--- src/rtl/alu_op_sequencer.sv ---
// rtl/alu_op_sequencer.sv - sequences one command at a time through an external one-hot-selected ALU
// Shift commands iterate the ALU's 1-bit shifter once per EXEC cycle.
module alu_op_sequencer #(
    parameter int WIDTH = 16,
    parameter int SELW  = 12
) (
    input  logic             clk,
    input  logic             reset,
    input  logic             cmd_valid,
    output logic             cmd_ready,
    input  logic [3:0]       cmd_op,
    input  logic [WIDTH-1:0] cmd_a,
    input  logic [WIDTH-1:0] cmd_b,
    input  logic [3:0]       cmd_cnt,
    output logic [WIDTH-1:0] alu_a,
    output logic [WIDTH-1:0] alu_b,
    output logic [SELW-1:0]  alu_sel,
    input  logic [WIDTH-1:0] alu_res,
    output logic             rsp_valid,
    input  logic             rsp_ready,
    output logic [WIDTH-1:0] rsp_data,
    output logic             rsp_err
);

    localparam logic [3:0] OP_SHRIGHT = 4'd9;
    localparam logic [3:0] OP_SHLEFT  = 4'd10;
    localparam logic [3:0] OP_LAST    = 4'd11;

    typedef enum logic [1:0] {S_IDLE, S_EXEC, S_RESP} state_t;

    state_t           state_q;
    logic             cmd_ready_q;
    logic             shift_q;
    logic [3:0]       cnt_q;
    logic [WIDTH-1:0] alu_a_q;
    logic [WIDTH-1:0] alu_b_q;
    logic [SELW-1:0]  alu_sel_q;
    logic             rsp_valid_q;
    logic [WIDTH-1:0] rsp_data_q;
    logic             rsp_err_q;

    logic cmd_shift_d;
    logic cmd_illegal_d;

    assign cmd_shift_d   = (cmd_op == OP_SHRIGHT) || (cmd_op == OP_SHLEFT);
    assign cmd_illegal_d = (cmd_op > OP_LAST);

    // alu_a_q doubles as the working operand that accumulates each shift step.
    always_ff @(posedge clk or posedge reset) begin
        if (reset) begin
            state_q     <= S_IDLE;
            cmd_ready_q <= 1'b0;
            shift_q     <= 1'b0;
            cnt_q       <= '0;
            alu_a_q     <= '0;
            alu_b_q     <= '0;
            alu_sel_q   <= '0;
            rsp_valid_q <= 1'b0;
            rsp_data_q  <= '0;
            rsp_err_q   <= 1'b0;
        end else begin
            case (state_q)
                S_IDLE: begin
                    cmd_ready_q <= 1'b1;
                    if (cmd_valid && cmd_ready_q) begin
                        cmd_ready_q <= 1'b0;
                        if (cmd_illegal_d) begin
                            state_q     <= S_RESP;
                            rsp_valid_q <= 1'b1;
                            rsp_err_q   <= 1'b1;
                            rsp_data_q  <= '0;
                        end else if (cmd_shift_d && (cmd_cnt == 4'd0)) begin
                            state_q     <= S_RESP;
                            rsp_valid_q <= 1'b1;
                            rsp_err_q   <= 1'b0;
                            rsp_data_q  <= cmd_a;
                        end else begin
                            state_q   <= S_EXEC;
                            alu_a_q   <= cmd_a;
                            alu_b_q   <= cmd_b;
                            alu_sel_q <= SELW'(1) << cmd_op;
                            shift_q   <= cmd_shift_d;
                            cnt_q     <= cmd_cnt;
                        end
                    end
                end
                S_EXEC: begin
                    if (!shift_q || (cnt_q == 4'd1)) begin
                        state_q     <= S_RESP;
                        alu_sel_q   <= '0;
                        cnt_q       <= '0;
                        rsp_valid_q <= 1'b1;
                        rsp_err_q   <= 1'b0;
                        rsp_data_q  <= alu_res;
                    end else begin
                        alu_a_q <= alu_res;
                        cnt_q   <= cnt_q - 4'd1;
                    end
                end
                S_RESP: begin
                    if (rsp_ready) begin
                        state_q     <= S_IDLE;
                        rsp_valid_q <= 1'b0;
                        cmd_ready_q <= 1'b1;
                    end
                end
                default: state_q <= S_IDLE;
            endcase
        end
    end

    assign cmd_ready = cmd_ready_q;
    assign alu_a     = alu_a_q;
    assign alu_b     = alu_b_q;
    assign alu_sel   = alu_sel_q;
    assign rsp_valid = rsp_valid_q;
    assign rsp_data  = rsp_data_q;
    assign rsp_err   = rsp_err_q;

endmodule

--- config.mk ---
export PLATFORM = sky130hd
export DESIGN_NAME = alu_op_sequencer
export DESIGN_NICKNAME = d
export VERILOG_FILES = /design/src/rtl/alu_op_sequencer.sv
export SDC_FILE = /design/constraint.sdc
export NUM_CORES = 1
export LEC_CHECK = 0
export ABC_AREA = 1
export BUFFER_PORTS_ARGS = -buffer_cell sky130_fd_sc_hd__buf_2
export CORE_MARGIN = 5
export CORE_UTILIZATION = 47
export CTS_BUF_LIST = sky130_fd_sc_hd__clkbuf_4 sky130_fd_sc_hd__clkbuf_8
export DETAILED_ROUTE_END_ITERATION = 16
export GPL_ROUTABILITY_DRIVEN = 0
export GPL_TIMING_DRIVEN = 0
export PLACE_DENSITY_LB_ADDON = 0.05
export SYNTH_ARGS = -nofsm -noshare
export SYNTH_HDL_FRONTEND = slang
export SYNTH_SLANG_ARGS = --single-unit
--- constraint.sdc ---
create_clock -name clk -period 1.78 [get_ports clk]
set_input_delay 0.089 -clock clk [delete_from_list [all_inputs] [get_ports clk]]
set_output_delay 0.089 -clock clk [all_outputs]
set_load 0.05 [all_outputs]
==> flow_metrics.tcl, run 1 <==
set metrics [dict create \
    num_rows 32 \
    yosysUniqueCellTypes 33 \
    grt_pass1_vias 3388 \
    path_cells "inv_2 -> ha_2 -> buf_6 -> inv_4 -> nand2_8 -> nand2_4 -> inv_1 -> nand4_1 -> buf_4 -> nand2_1 -> nand2_1" \
    synth_compound_area_frac 0.06671 \
    drv_cap 0 \
    hold_path.class "primary input to register" \
    gr-total-overflow 0 \
    synth_top_family_by_area "simple AND/OR/NAND/NOR gates" \
    cts_max_level 3 \
    syn_area_um2 3695 \
    die_width_um 98.67 \
    synthAdderAreaFrac 0.01693 \
    path_class "register to register" \
    cts_tree "done" \
    whs_ns 0.09674 \
    routed_wl_mm 9.677 \
    place_area_um2 4457 \
    synth_xor_area_frac 0.004741 \
    fin_tns_setup_ns 0 \
    setup_violations 0 \
    nNetsFinal 680 \
    synth_mux_area_frac 0 \
    n_antenna_cell 0 \
    syn_inst 454 \
    vdd_drop_max_v 0.0008192 \
    clock_latency_ns 0.35 \
    layout_commonest_cell "nand2_1" \
    clk_pin_slew_ns 0.07 \
    grtUsageTotal 0.2003 \
    p_leak_nw 2.776 \
    first_pass_iters 4 \
    cts-root-buf "clkbuf_8" \
    cts_sinks 70 \
    wl_per_cell_um 13.40 \
    synth_seq_area_share 0.4741 \
    place_hpwl_mm 6.884 \
    port_buffers 122 \
    cts_buffers 9 \
    grt_max_degree 37 \
    synth_edf_count 0 \
    drive_gt1_frac 0.3129 \
    start_kind "register" \
    max_freq_mhz 598.9 \
    regArea_um2 1752 \
    tightest_slew_ns 0.7923 \
    syn_to_final_growth_pct 34.71 \
    start_util 0.4806 \
    grt_pass1_wl_mm 15.95 \
    total_power_mw 10.20 \
    top_level_ports 123 \
    syn_nets 519 \
    arrival_ns 1.90 \
    drc 0 \
    cpMaxStageDelayCell "dfrtp_1" \
    final_cell_mix "169 x nand2_1, 127 x buf_2, 70 x dfrtp_1, 37 x o21ai_0, 33 x inv_1" \
    die_area_um2 9735 \
    vias 3505 \
    clk_path_buf_depth 2 \
    antenna_found_initial 0 \
    synth-seq-cells 70 \
    slew_headroom 0.4707 \
    cpMostUsedCell "nand2_1" \
    finClkSkew_ns 0.008989 \
    period_needed_ns 1.670 \
    finalHoldViolCount 0 \
    syn_area_per_cell_um2 8.138 \
    fillers 718 \
    synth_warnings 0 \
    die_h_um 98.67 \
    vias_per_cell 4.855 \
    required_ns 2.01 \
    end_kind "register" \
    synth_ff_type "dfrtp_1" \
    synth-simple-area-share 0.3546 \
    async_flop_share 1.000 \
    antenna_left 0 \
    coreArea_um2 7687 \
    max_stage_delay_ns 0.40 \
    fin_crit_sh 0.9380 \
    maxSlewViolCount 0 \
    status "complete, no violations" \
    multiInputGateArea_um2 1660 \
    fin_area_um2 4977 \
    path_max_fanout 6 \
    power_density_nw_per_um2 2049 \
    drt_iter0_markers 171 \
]
==> power by group <==
group / total, mW / internal, mW / switching [mW]
clock network: 1.47 / 0.846 / 0.620
logic: 6.13 / 1.86 / 4.27
registers: 2.61 / 2.26 / 0.349
total: 10.2 / 4.96 / 5.24
==> final cells by class <==
class	instances	share of cell area
Clock buffer	11	0.02916
Timing Repair Buffer	151	0.1800
Inverter	40	0.03243
Sequential cell	70	0.3519
Clock inverter	5	0.01634
Multi-Input combinational cell	323	0.3336
Tap cell	102	0.02564
Buffer	20	0.03092
==> repair_timing <==
action | CTS | global route
endpoints found under the setup margin | 20 | 54
hold endpoints to repair | 50 | 1
setup buffers | 1 | 9
resized for setup | 1 | 13
hold buffers | 16 | 1
pin swaps | 0 | 4
gates cloned | 0 | 1
==> worst max-delay path, delay by kind of cell, from the launching register on <==
family	cells	cell delay (ns)
fa+ha+maj	1	0.17
buf+inv	5	0.55
flops	1	0.40
simple gates	5	0.42
==> synth_stat cells (2+ instances only) <==
master | n | area [um2]
nor2_1 | 16 | 60.06
nor3_1 | 2 | 10.01
buf_2 | 5 | 25.02
nand2_1 | 170 | 638.1
clkbuf_2 | 2 | 10.01
nand3b_1 | 16 | 120.1
buf_6 | 5 | 56.30
inv_4 | 2 | 12.51
inv_2 | 2 | 7.510
buf_4 | 7 | 52.55
o22ai_1 | 3 | 18.77
dfrtp_1 | 70 | 1752
nand3_2 | 2 | 20.02
clkbuf_1 | 2 | 7.510
nand3_4 | 3 | 52.55
nand3_1 | 19 | 95.09
ha_1 | 5 | 62.56
and2_1 | 11 | 68.82
nand4_1 | 19 | 118.9
and2_0 | 5 | 31.28
o21ai_0 | 38 | 190.2
inv_1 | 36 | 135.1
nand2_4 | 4 | 45.04
==> through the flow <==
step / utilization / worst slack (ns) / cells
2_1_floorplan: - / 0.1524 / 454
3_3_place_gp: 0.5771 / -0.03622 / 678
3_5_place_dp: 0.5798 / -0.07868 / 679
4_1_cts: 0.6310 / 0.001244 / 711
5_1_grt: 0.6475 / -0.01010 / 722
6_report: 0.6475 / 0.1104 / 722
==> sequential cells by signal, indices dropped and copies added, names as in the netlist <==
name       cells
alu_a         16
alu_b         16
rsp_data      16
alu_sel       12
cnt_q          4
state_q        2
cmd_ready      1
rsp_err        1
rsp_valid      1
shift_q        1
==> logic make-up after synthesis <==
logic type,count (synthesis)
simple gates,272
xor+xnor,2
compound gates,44
buf+inv,61
fa+ha+maj,5
flops,70
==> routing by layer <==
metal | share of wire | vias up | track usage
met5 | 0 | - | 0
met1 | 0.43 | 1621 | 0.2537
met4 | 0.0096 | 0 | 0.06303
met3 | 0.063 | 10 | 0.04742
li1 | - | 1776 | -
met2 | 0.49 | 98 | 0.3396
==> path summary, 6_finish.rpt <==
kind / startpoint / to / slack, ns / depth (start not counted)
worst max register to register: state_q[1]$_DFFE_PP0P_ / alu_sel[0]$_DFFE_PP0P_ / 0.11 / 11
worst min-delay path: cmd_cnt[3] / cnt_q[3]$_DFFE_PP0P_ / 0.1 / 5
min in group asynchronous: reset / alu_a[13]$_DFFE_PP0P_ / 0.44 / 3
worst max-delay path: state_q[1]$_DFFE_PP0P_ / alu_sel[0]$_DFFE_PP0P_ / 0.11 / 11
worst min register to register: alu_a[2]$_DFFE_PP0P_ / alu_a[2]$_DFFE_PP0P_ / 0.47 / 2
max in group asynchronous: reset / cmd_ready$_DFFE_PP0P_ / 0.72 / 4
Note: power is estimated with default switching activity, not from simulation.
==> run 2, diff against run 1 <==
--- a/config.mk
+++ b/config.mk
@@ -8,7 +8,7 @@
 export ABC_AREA = 1
 export BUFFER_PORTS_ARGS = -buffer_cell sky130_fd_sc_hd__buf_2
 export CORE_MARGIN = 5
-export CORE_UTILIZATION = 47
+export CORE_UTILIZATION = 56
 export CTS_BUF_LIST = sky130_fd_sc_hd__clkbuf_4 sky130_fd_sc_hd__clkbuf_8
 export DETAILED_ROUTE_END_ITERATION = 16
 export GPL_ROUTABILITY_DRIVEN = 0
==> constraint.sdc (replaced) <==
create_clock -name clk -period 2 [get_ports clk]
set_input_delay 0.1 -clock clk [delete_from_list [all_inputs] [get_ports clk]]
set_output_delay 0.1 -clock clk [all_outputs]
set_load 0.05 [all_outputs]
==> flow_metrics.tcl, run 2 (same netlist as run 1, synthesis figures left out) <==
set metrics [dict create \
    status "complete, no violations" \
    finalHoldViolCount 0 \
    fin_util 0.7408 \
    wl_per_cell_um 13.27 \
    port_buffers 122 \
    cts_sinks 70 \
    vdd_drop_max_v 0.001555 \
    drt_iter0_markers 111 \
    die_width_um 91.23 \
    grt_max_degree 71 \
    rsz0062_at_grt "false" \
    first_pass_iters 4 \
    cpMostUsedCell "buf_4" \
    cts_buffers 9 \
    hold_path.class "primary input to register" \
    top_level_ports 123 \
    grtUsageTotal 0.2252 \
    die_h_um 91.23 \
    cts-root-buf "clkbuf_8" \
    vias 3427 \
    clk_path_buf_depth 2 \
    clk_pin_slew_ns 0.08 \
    final_cell_mix "170 x nand2_1, 127 x buf_2, 70 x dfrtp_1, 38 x o21ai_0, 35 x inv_1" \
    coreArea_um2 6386 \
    setup_violations 0 \
    required_ns 2.28 \
    path_cells "inv_1 -> ha_1 -> buf_4 -> inv_4 -> buf_4 -> buf_4 -> nand2_1 -> o21ai_0 -> nand4_1 -> nand2_1" \
    finClkSkew_ns 0.01336 \
    reg2reg_from "state_q[1]$_DFFE_PP0P_" \
    worstHoldPathCells 3 \
    max_freq_mhz 534.5 \
    fin_crit_sh 0.9355 \
    n_antenna_cell 0 \
    num_rows 29 \
    cpMaxStageDelayCell "dfrtp_1" \
    die_area_um2 8322 \
    layout_commonest_cell "nand2_1" \
    tightest_slew_ns 0.8389 \
    fin_ws_ns 0.1289 \
    maxSlewViolCount 0 \
    cts_max_level 3 \
    syn_to_final_growth_pct 28.04 \
    worstHoldStart "cmd_b[11]" \
    p_leak_nw 2.679 \
    drc 0 \
    antenna_found_initial 0 \
    r2r_end "rsp_data[10]$_DFFE_PP0P_" \
    start_util 0.5786 \
    path_max_fanout 10 \
    path_class "register to register" \
    hold-path-endpoint "alu_b[11]$_DFFE_PP0P_" \
    period_needed_ns 1.871 \
    grt_pass1_vias 3290 \
    max_stage_delay_ns 0.36 \
    start_kind "register" \
    vias_per_cell 5.025 \
    clock_latency_ns 0.34 \
    power_density_nw_per_um2 1813 \
    end_kind "register" \
    place_hpwl_mm 6.571 \
    r2r_slack_ns 0.13 \
    drv_cap 0 \
    r2r_cells 10 \
    gr-total-overflow 0 \
    nNetsFinal 665 \
    cts_tree "done" \
    slew_headroom 0.4407 \
    postCtsHoldBufs 13 \
    fin_tns_setup_ns 0 \
    antenna_left 0 \
    ctsResizeCount 0 \
    arrival_ns 2.15 \
    drive_gt1_frac 0.2942 \
    pre_cts_ws_ns 0.1934 \
    routed_wl_mm 9.053 \
    cts_setup_buffers 0 \
    grt_pass1_wl_mm 15.55 \
]
## run 2: through the flow
stage               hold slack [ns]  total power [mW]  instance area (um2)  cells
CTS                        0.007727             8.634                 4731    682
floorplan                    0.2428             6.303                 3695    454
detailed placement           0.3382             7.464                 4404    653
global placement             0.3499             7.359                 4402    653
finish                      0.01312             8.576                 4731    682
global route                0.01189             9.187                 4731    682
## run 2: layout make-up
class	instances	area (um2)
Sequential cell	70	1752
Fill cell	523	1655
Multi-Input combinational cell	323	1637
Timing Repair Buffer	135	740.7
Inverter	40	157.7
Buffer	21	151.4
Clock buffer	9	123.9
Tap cell	77	96.34
Clock inverter	7	72.57
## run 2: power breakdown
group / total (mW) / internal (mW) / leakage, nW / switching, mW
Clock: 1.14 / 0.578 / 0.0956 / 0.558
Sequential: 2.31 / 2.01 / 0.894 / 0.307
Combinational: 5.13 / 1.43 / 1.69 / 3.70
## run 2: critical path: cells and delay by family, from the launching register on
kind | cells | cell delay [ns]
AO/OA/AOI/OAI | 1 | 0.23
adder cells (fa/ha/maj) | 1 | 0.18
buffers and inverters | 5 | 0.71
flip-flops | 1 | 0.36
AND/OR/NAND/NOR | 3 | 0.33
## run 2: layer usage
| metal | up-vias | global-route usage | share of wire |
|---|---|---|---|
| met3 | 10 | 0.04959 | 0.069 |
| li1 | 1744 | - | - |
| met4 | 0 | 0.07335 | 0.011 |
| met5 | - | 0 | 0 |
| met1 | 1577 | 0.3017 | 0.43 |
| met2 | 96 | 0.3648 | 0.49 |
## run 2: worst max path at each step
stage	depth (start not counted)	from	endpoint	slack [ns]
finish	10	state_q[1]$_DFFE_PP0P_	rsp_data[10]$_DFFE_PP0P_	0.13
global route	10	state_q[1]$_DFFE_PP0P_	rsp_data[10]$_DFFE_PP0P_	0.003
CTS	10	state_q[1]$_DFFE_PP0P_	rsp_data[10]$_DFFE_PP0P_	0.14
detailed placement	11	state_q[1]$_DFFE_PP0P_	alu_a[7]$_DFFE_PP0P_	0.19
global placement	2	reset	alu_a[14]$_DFFE_PP0P_	-0.67
floorplan	1	reset	alu_a[0]$_DFFE_PP0P_	0.13
==> run 3, diff against run 2 <==
--- a/config.mk
+++ b/config.mk
@@ -9,7 +9,7 @@
 export BUFFER_PORTS_ARGS = -buffer_cell sky130_fd_sc_hd__buf_2
 export CORE_MARGIN = 5
 export CORE_UTILIZATION = 56
-export CTS_BUF_LIST = sky130_fd_sc_hd__clkbuf_4 sky130_fd_sc_hd__clkbuf_8
+export CTS_BUF_LIST = sky130_fd_sc_hd__clkbuf_2
 export DETAILED_ROUTE_END_ITERATION = 16
 export GPL_ROUTABILITY_DRIVEN = 0
 export GPL_TIMING_DRIVEN = 0
==> flow_metrics.tcl, run 3 (same netlist as run 1, synthesis figures left out) <==
set metrics [dict create \
    status "complete, no violations" \
    slew_headroom 0.4420 \
    ctsResizeCount 0 \
    routed_wl_mm 9.989 \
    pre_cts_ws_ns 0.1934 \
    p_leak_nw 2.840 \
    vias_per_cell 5.015 \
    startpoint "state_q[1]$_DFFE_PP0P_" \
    wl_per_cell_um 13.74 \
    r2r_end "alu_a[7]$_DFFE_PP0P_" \
    grt_pass1_wl_mm 17.30 \
    drc 0 \
    drt_iter0_markers 175 \
    maxSlewViolCount 0 \
    fin_crit_sh 0.9308 \
    syn_to_final_growth_pct 38.10 \
    finClkSkew_ns 0.03455 \
    n_antenna_cell 0 \
    cts_tree "done" \
    cts_setup_buffers 0 \
    vdd_drop_max_v 0.001210 \
    cts_sinks 70 \
    num_rows 29 \
    cpMaxStageDelayCell "dfrtp_1" \
    drive_gt1_frac 0.2738 \
    top_level_ports 123 \
    clk_path_buf_depth 2 \
    hold_path.class "primary input to register" \
    r2r_slack_ns 0.14 \
    port_buffers 122 \
    clock_latency_ns 0.52 \
    grtUsageTotal 0.2498 \
    fin_util 0.7990 \
    fillers 450 \
    total_power_mw 8.375 \
    max_freq_mhz 537.2 \
    finalHoldViolCount 0 \
    path_cells "inv_1 -> ha_1 -> buf_6 -> inv_4 -> nand2_8 -> nand2_4 -> a21oi_4 -> nand2_4 -> buf_6 -> nand2_1 -> nand2_1" \
    max_stage_delay_ns 0.43 \
    grt_max_degree 71 \
    cts-root-buf "clkbuf_2" \
    end_kind "register" \
    start_util 0.5786 \
    final_cell_mix "170 x nand2_1, 127 x buf_2, 70 x dfrtp_1, 58 x dlygate4sd3_1, 38 x o21ai_0" \
    place_hpwl_mm 6.571 \
    period_needed_ns 1.862 \
    vias 3646 \
    setup_violations 0 \
    place_area_um2 4404 \
    rsz0062_at_grt "false" \
    start_kind "register" \
    coreArea_um2 6386 \
    die_width_um 91.23 \
    die_area_um2 8322 \
    crit_end "alu_a[7]$_DFFE_PP0P_" \
    drv_cap 0 \
    arrival_ns 2.29 \
    fin_area_um2 5102 \
    gr-total-overflow 0 \
    path_class "register to register" \
    postCtsHoldBufs 58 \
    grt_pass1_vias 3621 \
    layout_commonest_cell "nand2_1" \
    first_pass_iters 4 \
    tightest_slew_ns 0.8371 \
    cts_buffers 9 \
    cts_max_level 3 \
    required_ns 2.43 \
    reg2reg_from "state_q[1]$_DFFE_PP0P_" \
    die_h_um 91.23 \
    nNetsFinal 710 \
    clk_pin_slew_ns 0.22 \
    fin_ws_ns 0.1384 \
    antenna_left 0 \
    antenna_found_initial 0 \
    r2r_cells 11 \
    path_max_fanout 10 \
    power_density_nw_per_um2 1641 \
]
run 3: cell types whose count changed in the layout (fill, tap and decap cells not counted), sizes merged:
cell,previous run,this run
dlygate4sd3,13,58
run 3: layout make-up:
class / count / area, um2 / share of cell area
flip-flops and latches: 70 / 1752 / 0.3433
clock inverters: 7 / 72.57 / 0.01422
clock buffers: 9 / 45.04 / 0.008828
multi-input cells: 323 / 1637 / 0.3207
inverters: 40 / 157.7 / 0.03090
plain buffers: 21 / 151.4 / 0.02967
well taps: 77 / 96.34 / 0.01888
repair buffers: 180 / 1191 / 0.2334
run 3: worst max-delay path, delay by kind of cell (launching register included):
kind | cells | cell delay (ns)
buffers and inverters | 4 | 0.49
DFF | 1 | 0.43
and+or+nand+nor | 5 | 0.41
AOI/OAI and AO/OA | 1 | 0.27
adders and majority gates | 1 | 0.18
run 3: report_power, final:
part	total [mW]	internal, mW	switching, mW
Clock	0.828	0.290	0.539
Sequential	2.32	2.00	0.317
Combinational	5.23	1.49	3.74
run 3: stage by stage:
| stage | TNS (ns) | hold WS, ns | cells |
|---|---|---|---|
| floorplan | 0 | 0.2428 | 454 |
| global placement | -46.56 | 0.3499 | 653 |
| detailed placement | 0 | 0.3382 | 653 |
| CTS | 0 | 0.08399 | 727 |
| global route | 0 | 0.1425 | 727 |
| finish | 0 | 0.1082 | 727 |
run 3: worst min-delay path by stage:
stage / from / to / slack, ns / cells after the start
2_1_floorplan: cmd_b[10] / alu_b[10]$_DFFE_PP0P_ / 0.24 / 2
3_3_place_gp: cmd_b[3] / alu_b[3]$_DFFE_PP0P_ / 0.35 / 3
3_5_place_dp: reset / alu_b[3]$_DFFE_PP0P_ / 0.34 / 2
4_1_cts: cmd_valid / alu_b[12]$_DFFE_PP0P_ / 0.08 / 6
5_1_grt: cmd_valid / shift_q$_DFFE_PP0P_ / 0.14 / 6
6_report: cmd_valid / cmd_ready$_DFFE_PP0P_ / 0.11 / 5
run 3: routing by layer:
| metal | vias up | track usage | part of all wire |
|---|---|---|---|
| met5 | - | 0 | 0 |
| met4 | 0 | 0.08802 | 0.019 |
| met3 | 20 | 0.05537 | 0.067 |
| met2 | 127 | 0.4063 | 0.49 |
| met1 | 1668 | 0.3299 | 0.43 |
| li1 | 1831 | - | - |
